### src/rtl/blend_scheduler.sv
// -----------------------------------------------------------------------------
// blend_scheduler
//
// Front end of the alpha-blend datapath. Rasterizer fragments (address + RGBA
// + end-of-frame flag) are accepted over a valid/ready handshake into a small
// FIFO. One fragment per cycle is issued to the blender as a registered
// blend_pixel_ready strobe with registered address/colour. An in-order
// scoreboard of in-flight addresses blocks a fragment whose pixel is still in
// the blender's read-modify-write pipe. frame_ready pulses once the final
// fragment of a frame has retired.
//
// Ports
//   clk, reset                 clock, asynchronous active-low reset
//   in_valid / in_ready        fragment handshake from rasterizer
//   in_pixel_number, in_r/g/b/a, in_last   fragment payload
//   blend_pixel_ready          one-cycle issue strobe to blender
//   blend_pixel_number, blend_r/g/b/a      issued fragment (held between issues)
//   blend_write, blend_pixel_number_o      in-order retire from blender
//   frame_ready                one-cycle pulse: whole frame retired
//   busy                       frame in progress (FSM not idle)
//   order_error                sticky: retire did not match oldest in-flight
// -----------------------------------------------------------------------------
module blend_scheduler #(
   parameter int DEPTH        = 4,
   parameter int MAX_INFLIGHT = 2
) (
   input  logic        clk,
   input  logic        reset,
   input  logic        in_valid,
   output logic        in_ready,
   input  logic [16:0] in_pixel_number,
   input  logic [7:0]  in_r,
   input  logic [7:0]  in_g,
   input  logic [7:0]  in_b,
   input  logic [7:0]  in_a,
   input  logic        in_last,
   output logic        blend_pixel_ready,
   output logic [16:0] blend_pixel_number,
   output logic [7:0]  blend_r,
   output logic [7:0]  blend_g,
   output logic [7:0]  blend_b,
   output logic [7:0]  blend_a,
   input  logic        blend_write,
   input  logic [16:0] blend_pixel_number_o,
   output logic        frame_ready,
   output logic        busy,
   output logic        order_error
);

   localparam int PW = $clog2(DEPTH);
   localparam int CW = $clog2(DEPTH + 1);
   localparam int SW = $clog2(MAX_INFLIGHT + 1);

   typedef enum logic [1:0] {IDLE = 2'd0, RUN = 2'd1, DRAIN = 2'd2, DONE = 2'd3} state_t;

   typedef struct packed {
      logic [16:0] addr;
      logic [7:0]  r;
      logic [7:0]  g;
      logic [7:0]  b;
      logic [7:0]  a;
      logic        last;
   } frag_t;

   state_t         state_q, state_d;
   frag_t          fifo_mem_q [DEPTH];
   frag_t          in_frag;
   logic [PW-1:0]  wr_ptr_q, wr_ptr_d;
   logic [PW-1:0]  rd_ptr_q, rd_ptr_d;
   logic [CW-1:0]  fifo_cnt_q, fifo_cnt_d;
   logic [16:0]    sb_addr_q [MAX_INFLIGHT];
   logic [16:0]    sb_addr_d [MAX_INFLIGHT];
   logic [SW-1:0]  sb_cnt_q, sb_cnt_d;
   logic [SW-1:0]  sb_wr_idx;

   logic           bpr_q, bpr_d;
   logic [16:0]    bpn_q, bpn_d;
   logic [7:0]     br_q, br_d, bg_q, bg_d, bb_q, bb_d, ba_q, ba_d;
   logic           frame_ready_q, frame_ready_d;
   logic           busy_q, busy_d;
   logic           order_error_q, order_error_d;

   logic           fifo_empty, fifo_full, accept_ok;
   logic           push, issue, hazard, retire, bad_retire;
   logic [16:0]    head_addr;

   always_comb begin
      in_frag = '{addr: in_pixel_number, r: in_r, g: in_g, b: in_b, a: in_a, last: in_last};
   end

   // Handshake, hazard check and issue decision, all on pre-edge state
   always_comb begin
      fifo_empty = (fifo_cnt_q == '0);
      fifo_full  = (fifo_cnt_q == CW'(DEPTH));
      accept_ok  = !fifo_full && (state_q == IDLE || state_q == RUN);
      // Gated by the reset pin so in_ready reads 0 while reset is held.
      in_ready   = reset && accept_ok;
      push       = in_valid && in_ready;
      head_addr  = fifo_mem_q[rd_ptr_q].addr;

      // Compare against pre-retire contents: an entry retiring this cycle
      // still blocks its address for one more cycle.
      hazard = 1'b0;
      for (int i = 0; i < MAX_INFLIGHT; i++) begin
         if (SW'(i) < sb_cnt_q && sb_addr_q[i] == head_addr) hazard = 1'b1;
      end

      issue      = !fifo_empty && (sb_cnt_q < SW'(MAX_INFLIGHT)) && !hazard;
      retire     = blend_write && (sb_cnt_q != '0);
      bad_retire = blend_write && ((sb_cnt_q == '0) || (blend_pixel_number_o != sb_addr_q[0]));
   end

   // FIFO pointers / occupancy
   always_comb begin
      wr_ptr_d = push  ? wr_ptr_q + PW'(1) : wr_ptr_q;
      rd_ptr_d = issue ? rd_ptr_q + PW'(1) : rd_ptr_q;
      case ({push, issue})
         2'b10:   fifo_cnt_d = fifo_cnt_q + CW'(1);
         2'b01:   fifo_cnt_d = fifo_cnt_q - CW'(1);
         default: fifo_cnt_d = fifo_cnt_q;
      endcase
   end

   // Scoreboard: entry 0 is the oldest; retire shifts down, issue appends
   always_comb begin
      sb_addr_d = sb_addr_q;
      if (retire) begin
         for (int i = 0; i < MAX_INFLIGHT - 1; i++) sb_addr_d[i] = sb_addr_q[i + 1];
      end
      sb_wr_idx = sb_cnt_q - SW'(retire);
      if (issue) begin
         for (int i = 0; i < MAX_INFLIGHT; i++) begin
            if (SW'(i) == sb_wr_idx) sb_addr_d[i] = head_addr;
         end
      end
      case ({issue, retire})
         2'b10:   sb_cnt_d = sb_cnt_q + SW'(1);
         2'b01:   sb_cnt_d = sb_cnt_q - SW'(1);
         default: sb_cnt_d = sb_cnt_q;
      endcase
   end

   // Frame FSM and registered outputs
   always_comb begin
      state_d = state_q;
      case (state_q)
         IDLE:    if (push) state_d = in_last ? DRAIN : RUN;
         RUN:     if (push && in_last) state_d = DRAIN;
         // Uses post-edge occupancy so the edge sampling the final retire exits.
         DRAIN:   if (fifo_cnt_d == '0 && sb_cnt_d == '0) state_d = DONE;
         default: state_d = IDLE;
      endcase

      frame_ready_d = (state_q == DRAIN) && (state_d == DONE);
      busy_d        = (state_d != IDLE);
      order_error_d = order_error_q | bad_retire;

      bpr_d = issue;
      bpn_d = issue ? head_addr : bpn_q;
      br_d  = issue ? fifo_mem_q[rd_ptr_q].r : br_q;
      bg_d  = issue ? fifo_mem_q[rd_ptr_q].g : bg_q;
      bb_d  = issue ? fifo_mem_q[rd_ptr_q].b : bb_q;
      ba_d  = issue ? fifo_mem_q[rd_ptr_q].a : ba_q;
   end

   always_ff @(posedge clk or negedge reset) begin
      if (!reset) begin
         state_q       <= IDLE;
         wr_ptr_q      <= '0;
         rd_ptr_q      <= '0;
         fifo_cnt_q    <= '0;
         sb_cnt_q      <= '0;
         bpr_q         <= 1'b0;
         bpn_q         <= '0;
         br_q          <= '0;
         bg_q          <= '0;
         bb_q          <= '0;
         ba_q          <= '0;
         frame_ready_q <= 1'b0;
         busy_q        <= 1'b0;
         order_error_q <= 1'b0;
      end else begin
         state_q       <= state_d;
         wr_ptr_q      <= wr_ptr_d;
         rd_ptr_q      <= rd_ptr_d;
         fifo_cnt_q    <= fifo_cnt_d;
         sb_cnt_q      <= sb_cnt_d;
         bpr_q         <= bpr_d;
         bpn_q         <= bpn_d;
         br_q          <= br_d;
         bg_q          <= bg_d;
         bb_q          <= bb_d;
         ba_q          <= ba_d;
         frame_ready_q <= frame_ready_d;
         busy_q        <= busy_d;
         order_error_q <= order_error_d;
      end
   end

   // Storage only; validity is tracked by the reset counters/pointers above
   always_ff @(posedge clk) begin
      if (push) fifo_mem_q[wr_ptr_q] <= in_frag;
      sb_addr_q <= sb_addr_d;
   end

   assign blend_pixel_ready  = bpr_q;
   assign blend_pixel_number = bpn_q;
   assign blend_r            = br_q;
   assign blend_g            = bg_q;
   assign blend_b            = bb_q;
   assign blend_a            = ba_q;
   assign frame_ready        = frame_ready_q;
   assign busy               = busy_q;
   assign order_error        = order_error_q;

endmodule

### config.mk
export PLATFORM = sky130hd
export DESIGN_NAME = blend_scheduler
export DESIGN_NICKNAME = d
export VERILOG_FILES = /design/src/rtl/blend_scheduler.sv
export SDC_FILE = /design/constraint.sdc
export NUM_CORES = 1
export LEC_CHECK = 0
export ABC_AREA = 1
export ABC_CLOCK_PERIOD_IN_PS = 4800
export BUFFER_PORTS_ARGS = -buffer_cell sky130_fd_sc_hd__buf_4
export CAP_MARGIN = 10
export CORE_MARGIN = 4
export CORE_UTILIZATION = 55
export DETAILED_ROUTE_END_ITERATION = 6
export PLACE_DENSITY = 0.71
export RECOVER_POWER = 25
export SYNTH_ARGS = -nofsm -noshare
export SYNTH_HDL_FRONTEND = slang
export SYNTH_SLANG_ARGS = --single-unit
### constraint.sdc
create_clock -name clk -period 4.8 [get_ports clk]
set_clock_uncertainty 0.2 [all_clocks]
set_input_delay 0.24 -clock clk [delete_from_list [all_inputs] [get_ports clk]]
set_output_delay 0.24 -clock clk [all_outputs]
set_load 0.1 [all_outputs]
==> results of run 1 <==
## cell type report
cell class / count / area, µm² / area share, %
Inverter: 69 / 261.5 / 1.738
Sequential cell: 294 / 8341 / 55.43
Timing Repair Buffer: 195 / 1440 / 9.572
Tap cell: 285 / 356.6 / 2.370
Clock inverter: 17 / 147.6 / 0.9813
Multi-Input combinational cell: 756 / 3689 / 24.52
Clock buffer: 38 / 810.8 / 5.389
## worst max-delay path, stage by stage (launching register included)
cell	delay [ns]
dfrtp_2	0.40
inv_2	0.49
nand2_1	0.15
nand2_1	0.09
nand2_1	0.05
nand2_1	0.18
nor2_1	0.06
nor2_1	0.11
nand2_1	0.07
nor2_1	0.23
nand3_4	0.11
nand3_4	0.07
buf_4	0.64
ha_1	0.29
o211ai_1	0.10
o21ai_0	0.11
nor4_1	0.09
nand3_1	0.12
nand3_1	0.08
## synthesized netlist by cell type (all sizes together)
library cell	count
nand3b	3
nand2	346
or2	2
xor2	11
xnor2	7
a21o	1
o2111ai	1
o211ai	3
nor4	4
nand4	70
a21oi	1
dfrtp	64
mux2	1
clkbuf	40
fa	1
edfxtp	213
nand3	59
inv	69
o22ai	33
o21ai	110
a31oi	2
nor2	91
dfxtp	17
ha	10
buf	26
## cells in the final DEF, fill, tap and decap left out, drive strengths merged
cell type	n
clkinvlp	4
a31oi	2
dlygate4sd3	52
o211ai	3
xor2	11
nand4	70
o21ai	110
nand3b	3
nor2	91
edfxtp	213
mux2	1
o2111ai	1
dfxtp	17
bufinv	2
clkinv	11
or2	2
fa	1
dfrtp	64
ha	10
xnor2	7
nand2	346
o22ai	33
buf	102
a21oi	1
a21o	1
nand3	59
inv	69
clkbuf	79
nor4	4
## worst paths after layout
check,start,endpoint,slack (ns),depth (start not counted)
setup / recovery,rd_ptr_q[0]$_DFFE_PN0N_,busy$_DFF_PN0_,0.96,18
hold / removal,blend_pixel_number_o[14],order_error$_DFF_PN0_,0.001,6
setup reg to reg,rd_ptr_q[0]$_DFFE_PN0N_,busy$_DFF_PN0_,0.96,18
hold reg to reg,order_error$_DFF_PN0_,order_error$_DFF_PN0_,0.26,1
max in group asynchronous,reset,rd_ptr_q[1]$_DFFE_PN0N_,3.47,3
min in group asynchronous,reset,order_error$_DFF_PN0_,0.24,3
## state kept, by name, indices dropped and copies added, names as in the netlist
signal,flops
fifo_mem_q,196
sb_addr_q,34
blend_pixel_number,17
blend_a,8
blend_b,8
blend_g,8
blend_r,8
fifo_cnt_q,3
rd_ptr_q,2
sb_cnt_q,2
state_q,2
wr_ptr_q,2
blend_pixel_ready,1
busy,1
frame_ready,1
order_error,1
## stage by stage
step           area, µm²  hold WS [ns]
2_1_floorplan      12650       -0.2556
3_3_place_gp       13720        0.2425
3_5_place_dp       13720        0.2427
4_1_cts            15200      0.006332
5_1_grt            15050       0.02317
6_report           15050      0.001023
## power breakdown
| group | switching (µW) | leakage [µW] | internal [µW] |
|---|---|---|---|
| Combinational | 4210 | 0.00285 | 1430 |
| Clock | 941 | 0.000456 | 1300 |
| Sequential | 311 | 0.00284 | 3360 |
## per-layer routing
metal | up-vias | GRT usage [%] | part of all wire [%]
met4 | 0 | 6.548 | 1.7
met3 | 47 | 3.561 | 7.4
met5 | - | 0 | 0
li1 | 4415 | - | -
met1 | 4461 | 34.53 | 42
met2 | 391 | 39.26 | 48
## repair_timing
item,4_1_cts,5_1_grt
hold buffers,52,0
resized for setup,0,0
hold endpoints to repair,264,0
## kinds of logic (layout without fill, tap and decap cells)
| kind of cell | Yosys count | after routing | share of synthesized area [%] |
|---|---|---|---|
| DFF | 294 | 294 | 65.93 |
| xor gates and xnor gates | 18 | 18 | 1.247 |
| buffers and inverters | 135 | 319 | 5.254 |
| adders and majority gates | 11 | 11 | 1.148 |
| AOI/OAI and AO/OA | 151 | 151 | 6.431 |
| muxes | 1 | 1 | 0.08904 |
| and+or+nand+nor | 575 | 575 | 19.90 |
==> impl_metrics.ini, run 1 <==
[status]
status = completed

[timing]
fmax_ghz = 0.2604
rsz0062_at_grt = false
slew_headroom_pct = 38.89
fin_tns_setup_ns = 0
layout_setup_ws_ns = 0.9605
hold_viol = 0
tightestPinTransition_ns = 0.9166
timing.final.crit_period_ns = 3.840
drv_slew = 0
period_share_pct = 79.99
setup_viol = 0

[final_layout]
final_core_util_pct = 66.45
nNetsFinal = 1428
n_antenna_cell = 0
area_growth_pct = 18.98
drive_gt1_share_pct = 12.86
stdcell_count = 1654
fillers = 1771

[global_route]
grt_usage_pct = 24.16
antenna_found_initial = 0
grt_max_degree = 71
overflow = 0
grt_pass1_wl_mm = 49.71
grt_pass1_vias = 9163

[synthesis]
synth_area_um2 = 12650
ys_seq_area_share_pct = 65.93
synth.distinct_cells = 34
synthCells = 1185
synth_area_leaders = edfxtp_1 (51%), dfrtp_1 (13%), nand2_1 (10%), o21ai_0 (4.2%), nand4_1 (3.5%)
ys_ff_latch = 294
syn_avg_cell_area_um2 = 10.67
synth_nets = 1267
yosysTopAreaCellShare_pct = 50.58
synth_area_leader_cell = edfxtp_1
yosys_warnings = 0

[hold_path]
hold_path.class = input pin to flop

[clocking]
clk_latency_ns = 0.55
cts_tree = yes
cts.sinks = 294
clock-root-buffer = clkbuf_16
clkTransAtPathRegs_ns = 0.06
postCtsSetupBuffers = 0
numCtsBuffers = 30
cts_buffer_depth = 3
cts_max_level = 1

[floorplan]
boundaryPins = 125
start_util_pct = 55.86
die_x_um = 159.6
die_y_um = 159.6
core_area_um2 = 22640
rows = 55
die_area_um2 = 25480

[detailed_routing]
ant_nets = 0
num_vias = 9314
routed_wl_mm = 30.77
viasPerCell = 5.631
wl_per_cell_um = 18.61
drtPass1Iterations = 5
drc = 0
drt_iter0_drc = 998

[worst_setup_path]
critPathArrivalTime_ns = 4.06
worstPathRequired_ns = 5.02
cp_max_fo = 70
end_kind = flop
start_kind = flop
worstSetupPathType = flop to flop

[power_and_ir_drop]
ir_drop_mv = 0.5495
finalPower_uw = 11550
p_leak_uw = 0.006150
p_per_area_nw_per_um2 = 767.8

[placement]
post-place-ws_ns = 0.9967
dp.cells = 1547
routabilityCongestion = 0.8848
portBuffers = 124
dp_hpwl_mm = 18.59

[job]
max_cap_violations = 0
No activity file was read; power rests on OpenSTA's default activity.
==> inputs of run 2 (changes only) <==
--- a/config.mk
+++ b/config.mk
@@ -5,14 +5,14 @@
 export SDC_FILE = /design/constraint.sdc
 export NUM_CORES = 1
 export LEC_CHECK = 0
-export ABC_AREA = 1
-export ABC_CLOCK_PERIOD_IN_PS = 4800
+export ABC_AREA = 0
+export ABC_CLOCK_PERIOD_IN_PS = 3500
 export BUFFER_PORTS_ARGS = -buffer_cell sky130_fd_sc_hd__buf_4
 export CAP_MARGIN = 10
 export CORE_MARGIN = 4
-export CORE_UTILIZATION = 55
+export CORE_UTILIZATION = 53
 export DETAILED_ROUTE_END_ITERATION = 6
-export PLACE_DENSITY = 0.71
+export PLACE_DENSITY = 0.72
 export RECOVER_POWER = 25
 export SYNTH_ARGS = -nofsm -noshare
 export SYNTH_HDL_FRONTEND = slang
==> constraint.sdc (replaced) <==
create_clock -name clk -period 3.5 [get_ports clk]
set_clock_uncertainty 0.2 [all_clocks]
set_input_delay 0.175 -clock clk [delete_from_list [all_inputs] [get_ports clk]]
set_output_delay 0.175 -clock clk [all_outputs]
set_load 0.1 [all_outputs]
==> impl_metrics.ini, run 2 <==
[worst_setup_path]
start_kind = flop
worstPathRequired_ns = 3.77
critPathTopFamily = simple AND/OR/NAND/NOR gates
timing.rr.end = busy$_DFF_PN0_
regToRegSetupSlack_ns = -0.46
cp_common_cell = nor3_4
worst-path-buf-inv = 2
critPathArrivalTime_ns = 4.23
cpMaxStageDelayCell = mux4_2
worst-path-stages = 14
crit_chain = buf_12 -> mux4_2 -> xnor2_2 -> nand4_1 -> nor3_4 -> a311oi_4 -> ha_4 -> inv_2 -> fa_2 -> mux2i_2 -> or4_4 -> nor3_4 -> o21bai_4 -> or2_4
crit_start = rd_ptr_q[0]$_DFFE_PN0N_
r2r-start = rd_ptr_q[0]$_DFFE_PN0N_
r2r_cells = 14
worstSetupPathType = flop to flop
end_kind = flop
max_stage_delay_ns = 0.55
endpoint = busy$_DFF_PN0_
cp_max_fo = 8

[synthesis]
synth_edf_count = 213
synth.most_common_cell = edfxtp_1
synth_area_leader_cell = edfxtp_1
ys_seq_area_share_pct = 71.86
synthCells = 589
async_reset_ff_share_pct = 21.77
synth_nets = 671
yosys_warnings = 0
yosysTopAreaCellShare_pct = 55.13
synth_area_leaders = edfxtp_1 (55%), dfrtp_1 (14%), mux4_2 (8.9%), mux2_2 (7.1%), dfxtp_1 (2.9%)
yosys-top-cells-count = edfxtp_1 (213), mux2_2 (73), dfrtp_1 (64)
synth.distinct_cells = 41
syn_avg_cell_area_um2 = 19.70
synth_ff_type = edfxtp_1
ys_ff_latch = 294
synth_area_um2 = 11600

[global_route]
grt_usage_pct = 20.06
grt_pass1_wl_mm = 38.16
grt_max_degree = 65
antenna_found_initial = 0
overflow = 0
grt_pass1_vias = 6832

[final_layout]
nNetsFinal = 905
ff_latch_area_um2 = 8343
drive_gt1_share_pct = 38.18
final_core_util_pct = 69.02
fillers = 1387
top_register = fifo_mem_q
area_growth_pct = 26.63
largest_reg_flops = 196
final_common_cell = edfxtp_1
multi_input_area_um2 = 3226
final_cell_mix = edfxtp_1 (213), buf_4 (119), mux2_2 (72)

[clocking]
clkTransAtPathRegs_ns = 0.06
clock-root-buffer = clkbuf_16
numCtsBuffers = 29
cts_max_level = 1
clk_latency_ns = 0.54
cts_tree = yes
cts_buffer_depth = 3
cts.sinks = 294

[timing]
setup_viol = 17
rsz0062_at_grt = true
slew_headroom_pct = 38.06
tightestPinTransition_ns = 0.9292
timing.final.crit_period_ns = 3.955
fmax_ghz = 0.2528
layout_setup_ws_ns = -0.4553
hold_viol = 0
period_share_pct = 113.0
drv_slew = 0

[floorplan]
die_y_um = 156.0
start_util_pct = 54.51
die_x_um = 156.0
boundaryPins = 125
die_area_um2 = 24320
core_area_um2 = 21290
rows = 53

[detailed_routing]
wl_per_cell_um = 21.51
routed_wl_mm = 24.14
viasPerCell = 5.483
num_vias = 6152
drc = 0
ant_nets = 0
drt_iter0_drc = 396
drtPass1Iterations = 4

[status]
failed_checks = setup timing
status = finished with violations

[placement]
routabilityCongestion = 0.7886
dp_hpwl_mm = 15.21
post-place-ws_ns = -0.5831
portBuffers = 124

[job]
max_cap_violations = 0

[hold_path]
hold_path.class = input pin to flop
run 2: metal layers:
metal	global-route usage, %	part of all wire, %	vias to the layer above
li1	-	-	2774
met1	28.04	43	3181
met2	33.67	50	165
met3	3.662	5.5	32
met4	4.168	1.4	0
met5	0	0	-
run 2: final cells by class:
type	instances	area share [%]
Clock buffer	38	5.238
Sequential cell	294	56.79
Clock inverter	16	1.073
Multi-Input combinational cell	261	21.96
Inverter	13	0.3321
Tap cell	275	2.342
Antenna cell	1	0.01703
Timing Repair Buffer	224	12.26
run 2: logic make-up after synthesis:
kind of cell,count (synthesis),synth area share (%)
compound gates,14,0.9599
xor+xnor,57,4.303
fa+ha+maj,11,1.251
buf+inv,34,1.370
flops,294,71.86
mux,139,18.19
simple gates,40,2.060
run 2: how the worst min path moves through the flow:
stage | startpoint | endpoint | slack, ns | depth (start not counted)
floorplan | reset | blend_a[0]$_DFFE_PN0N_ | -0.32 | 0
global route | in_pixel_number[12] | fifo_mem_q[3][45]$_DFFE_PP_ | 0.21 | 2
finish | in_a[3] | fifo_mem_q[0][4]$_DFFE_PP_ | 0.20 | 2
CTS | in_b[6] | fifo_mem_q[1][15]$_DFFE_PP_ | 0.16 | 2
global placement | in_g[7] | fifo_mem_q[3][24]$_DFFE_PP_ | 0.17 | 1
detailed placement | in_g[6] | fifo_mem_q[1][23]$_DFFE_PP_ | 0.18 | 1
run 2: through the flow:
stage | instance area [µm²] | hold slack, ns | setup TNS (ns) | std cells
global route | 14690 | 0.2075 | -4.350 | 1121
floorplan | 11670 | -0.3206 | -0.9593 | 589
detailed placement | 13220 | 0.1795 | -4.609 | 1005
finish | 14690 | 0.1984 | -1.536 | 1122
CTS | 14700 | 0.1557 | -4.248 | 1114
global placement | 13220 | 0.1732 | -2.922 | 1005
run 2: timing repair:
| item | 4_1_cts | 5_1_grt |
|---|---|---|
| endpoints found under the setup margin | 20 | 64 |
| setup buffers | 0 | 6 |
| pin swaps | 0 | 11 |
| gates cloned | 0 | 1 |
| hold endpoints to repair | 266 | 0 |
| hold buffers | 55 | 0 |
| resized for setup | 1 | 15 |
Power of run 2 is left out: the tool's default activity adds up to more than one toggle a clock period on the data nets, which glitch-free logic cannot reach.
==> inputs of run 3 (changes only) <==
--- a/config.mk
+++ b/config.mk
@@ -9,10 +9,11 @@
 export ABC_CLOCK_PERIOD_IN_PS = 3500
 export BUFFER_PORTS_ARGS = -buffer_cell sky130_fd_sc_hd__buf_4
 export CAP_MARGIN = 10
+export CORE_ASPECT_RATIO = 2
 export CORE_MARGIN = 4
-export CORE_UTILIZATION = 53
+export CORE_UTILIZATION = 35
 export DETAILED_ROUTE_END_ITERATION = 6
-export PLACE_DENSITY = 0.72
+export PLACE_DENSITY = 0.5
 export RECOVER_POWER = 25
 export SYNTH_ARGS = -nofsm -noshare
 export SYNTH_HDL_FRONTEND = slang
==> impl_metrics.ini, run 3 (synthesized netlist as in run 2, its figures left out) <==
[status]
status = finished with violations
failed_checks = setup timing

[final_layout]
final_cell_mix = edfxtp_1 (213), buf_4 (133), mux2_2 (72)
top_register = fifo_mem_q
final_common_cell = edfxtp_1
nNetsFinal = 914
largest_reg_flops = 196
drive_gt1_share_pct = 39.08
stdcell_count = 1284
n_antenna_cell = 0
area_growth_pct = 28.27

[placement]
dp.cells = 1164
portBuffers = 124
dp_hpwl_mm = 17.86
routabilityCongestion = 0.7129

[detailed_routing]
num_vias = 6027
routed_wl_mm = 26.29
ant_nets = 0
drc = 0
viasPerCell = 4.694
drtPass1Iterations = 6
wl_per_cell_um = 20.48
drt_iter0_drc = 253

[worst_setup_path]
cp_max_fo = 8
worstPathRequired_ns = 3.72
start_kind = flop
worstSetupPathType = flop to flop
end_kind = flop
critPathArrivalTime_ns = 4.08

[timing]
hold_slack_ns = 0.2193
period_share_pct = 110.4
timing.final.crit_period_ns = 3.862
hold_viol = 0
drv_slew = 0
tightestPinTransition_ns = 1.000
rsz0062_at_grt = true
fmax_ghz = 0.2589
fin_tns_setup_ns = -3.481
slew_headroom_pct = 33.32
setup_viol = 21
layout_setup_ws_ns = -0.3623

[global_route]
grt_pass1_wl_mm = 40.85
grt_usage_pct = 14.97
use_met1_pct = 15.53
overflow = 0
gr-usage-met2_pct = 29.61
grt_pass1_vias = 6858
grt_use_met3_pct = 2.233
grt_max_degree = 65
gr-max-usage-layer = met2
antenna_found_initial = 0

[hold_path]
hold_path.class = input pin to async pin

[floorplan]
boundaryPins = 125
rows = 94
die_area_um2 = 36300
core_area_um2 = 32810
start_util_pct = 35.36
die_y_um = 265.5
die_x_um = 136.7

[clocking]
clkTransAtPathRegs_ns = 0.07
cts_buffer_depth = 3
clock-root-buffer = clkbuf_16
cts.sinks = 294
clk_latency_ns = 0.54
numCtsBuffers = 27
cts_max_level = 1
cts_tree = yes

[power_and_ir_drop]
ir_drop_mv = 0.6654
p_leak_uw = 0.005432
p_per_area_nw_per_um2 = 1052

[job]
max_cap_violations = 0
==> run 3: final timing paths <==
kind | startpoint | to | slack, ns | depth (start not counted)
max | rd_ptr_q[0]$_DFFE_PN0N_ | busy$_DFF_PN0_ | -0.36 | 15
min | reset | state_q[1]$_DFF_PN0_ | 0.22 | 3
max in group asynchronous | reset | rd_ptr_q[0]$_DFFE_PN0N_ | 2.08 | 3
min in group clk | in_pixel_number[0] | fifo_mem_q[3][33]$_DFFE_PP_ | 0.23 | 2
max reg2reg | rd_ptr_q[0]$_DFFE_PN0N_ | busy$_DFF_PN0_ | -0.36 | 15
min reg2reg | order_error$_DFF_PN0_ | order_error$_DFF_PN0_ | 0.29 | 1
==> run 3: timing repair <==
item,CTS,global route
pin swaps,6,6
hold buffers,55,0
cloned,1,1
gates resized for setup,11,1
hold endpoints to repair,266,0
endpoints found under the setup margin,59,21
setup buffers,13,1
==> run 3: cell type report <==
cell class / count / area, µm²
Inverter: 13 / 48.80
Tap cell: 432 / 540.5
Fill cell: 2929 / 17930
Sequential cell: 294 / 8343
Timing Repair Buffer: 235 / 1838
Clock inverter: 20 / 230.2
Multi-Input combinational cell: 261 / 3198
Clock buffer: 29 / 683.2
==> run 3: per-stage QoR <==
step                setup WS, ns  area (µm²)  utilization [%]  power [µW]
global route             -0.5858       14880            45.35       16460
detailed placement       -0.7596       13350            40.69       12400
finish                   -0.3623       14880            45.35       15660
CTS                      -0.4416       14990            45.69       15860
floorplan                -0.4313       11670                -       10500
global placement         -0.6910       13350            40.69       12290
==> run 3: power breakdown <==
part | switching [µW] | internal (µW) | total (µW)
clock | 1290 | 1730 | 3010
combinational | 4490 | 2950 | 7440
sequential | 533 | 4670 | 5200
==> run 3: worst max-delay path: stages, from the launching register on <==
cell	delay [ns]
dfrtp_4	0.53
buf_4	0.20
mux2_1	0.33
mux2_4	0.28
o22ai_1	0.15
a311oi_1	0.09
a311oi_4	0.37
ha_4	0.20
inv_2	0.03
fa_1	0.36
xor2_1	0.15
nor2_1	0.11
xor2_1	0.22
nor3_2	0.08
o21bai_1	0.17
or2_2	0.27
==> run 3: metal layers <==
layer / up-vias / share of wire [%]
met1: 3097 / 34
met4: 0 / 2.1
met5: - / 0
met2: 124 / 60
li1: 2775 / -
met3: 31 / 4.3
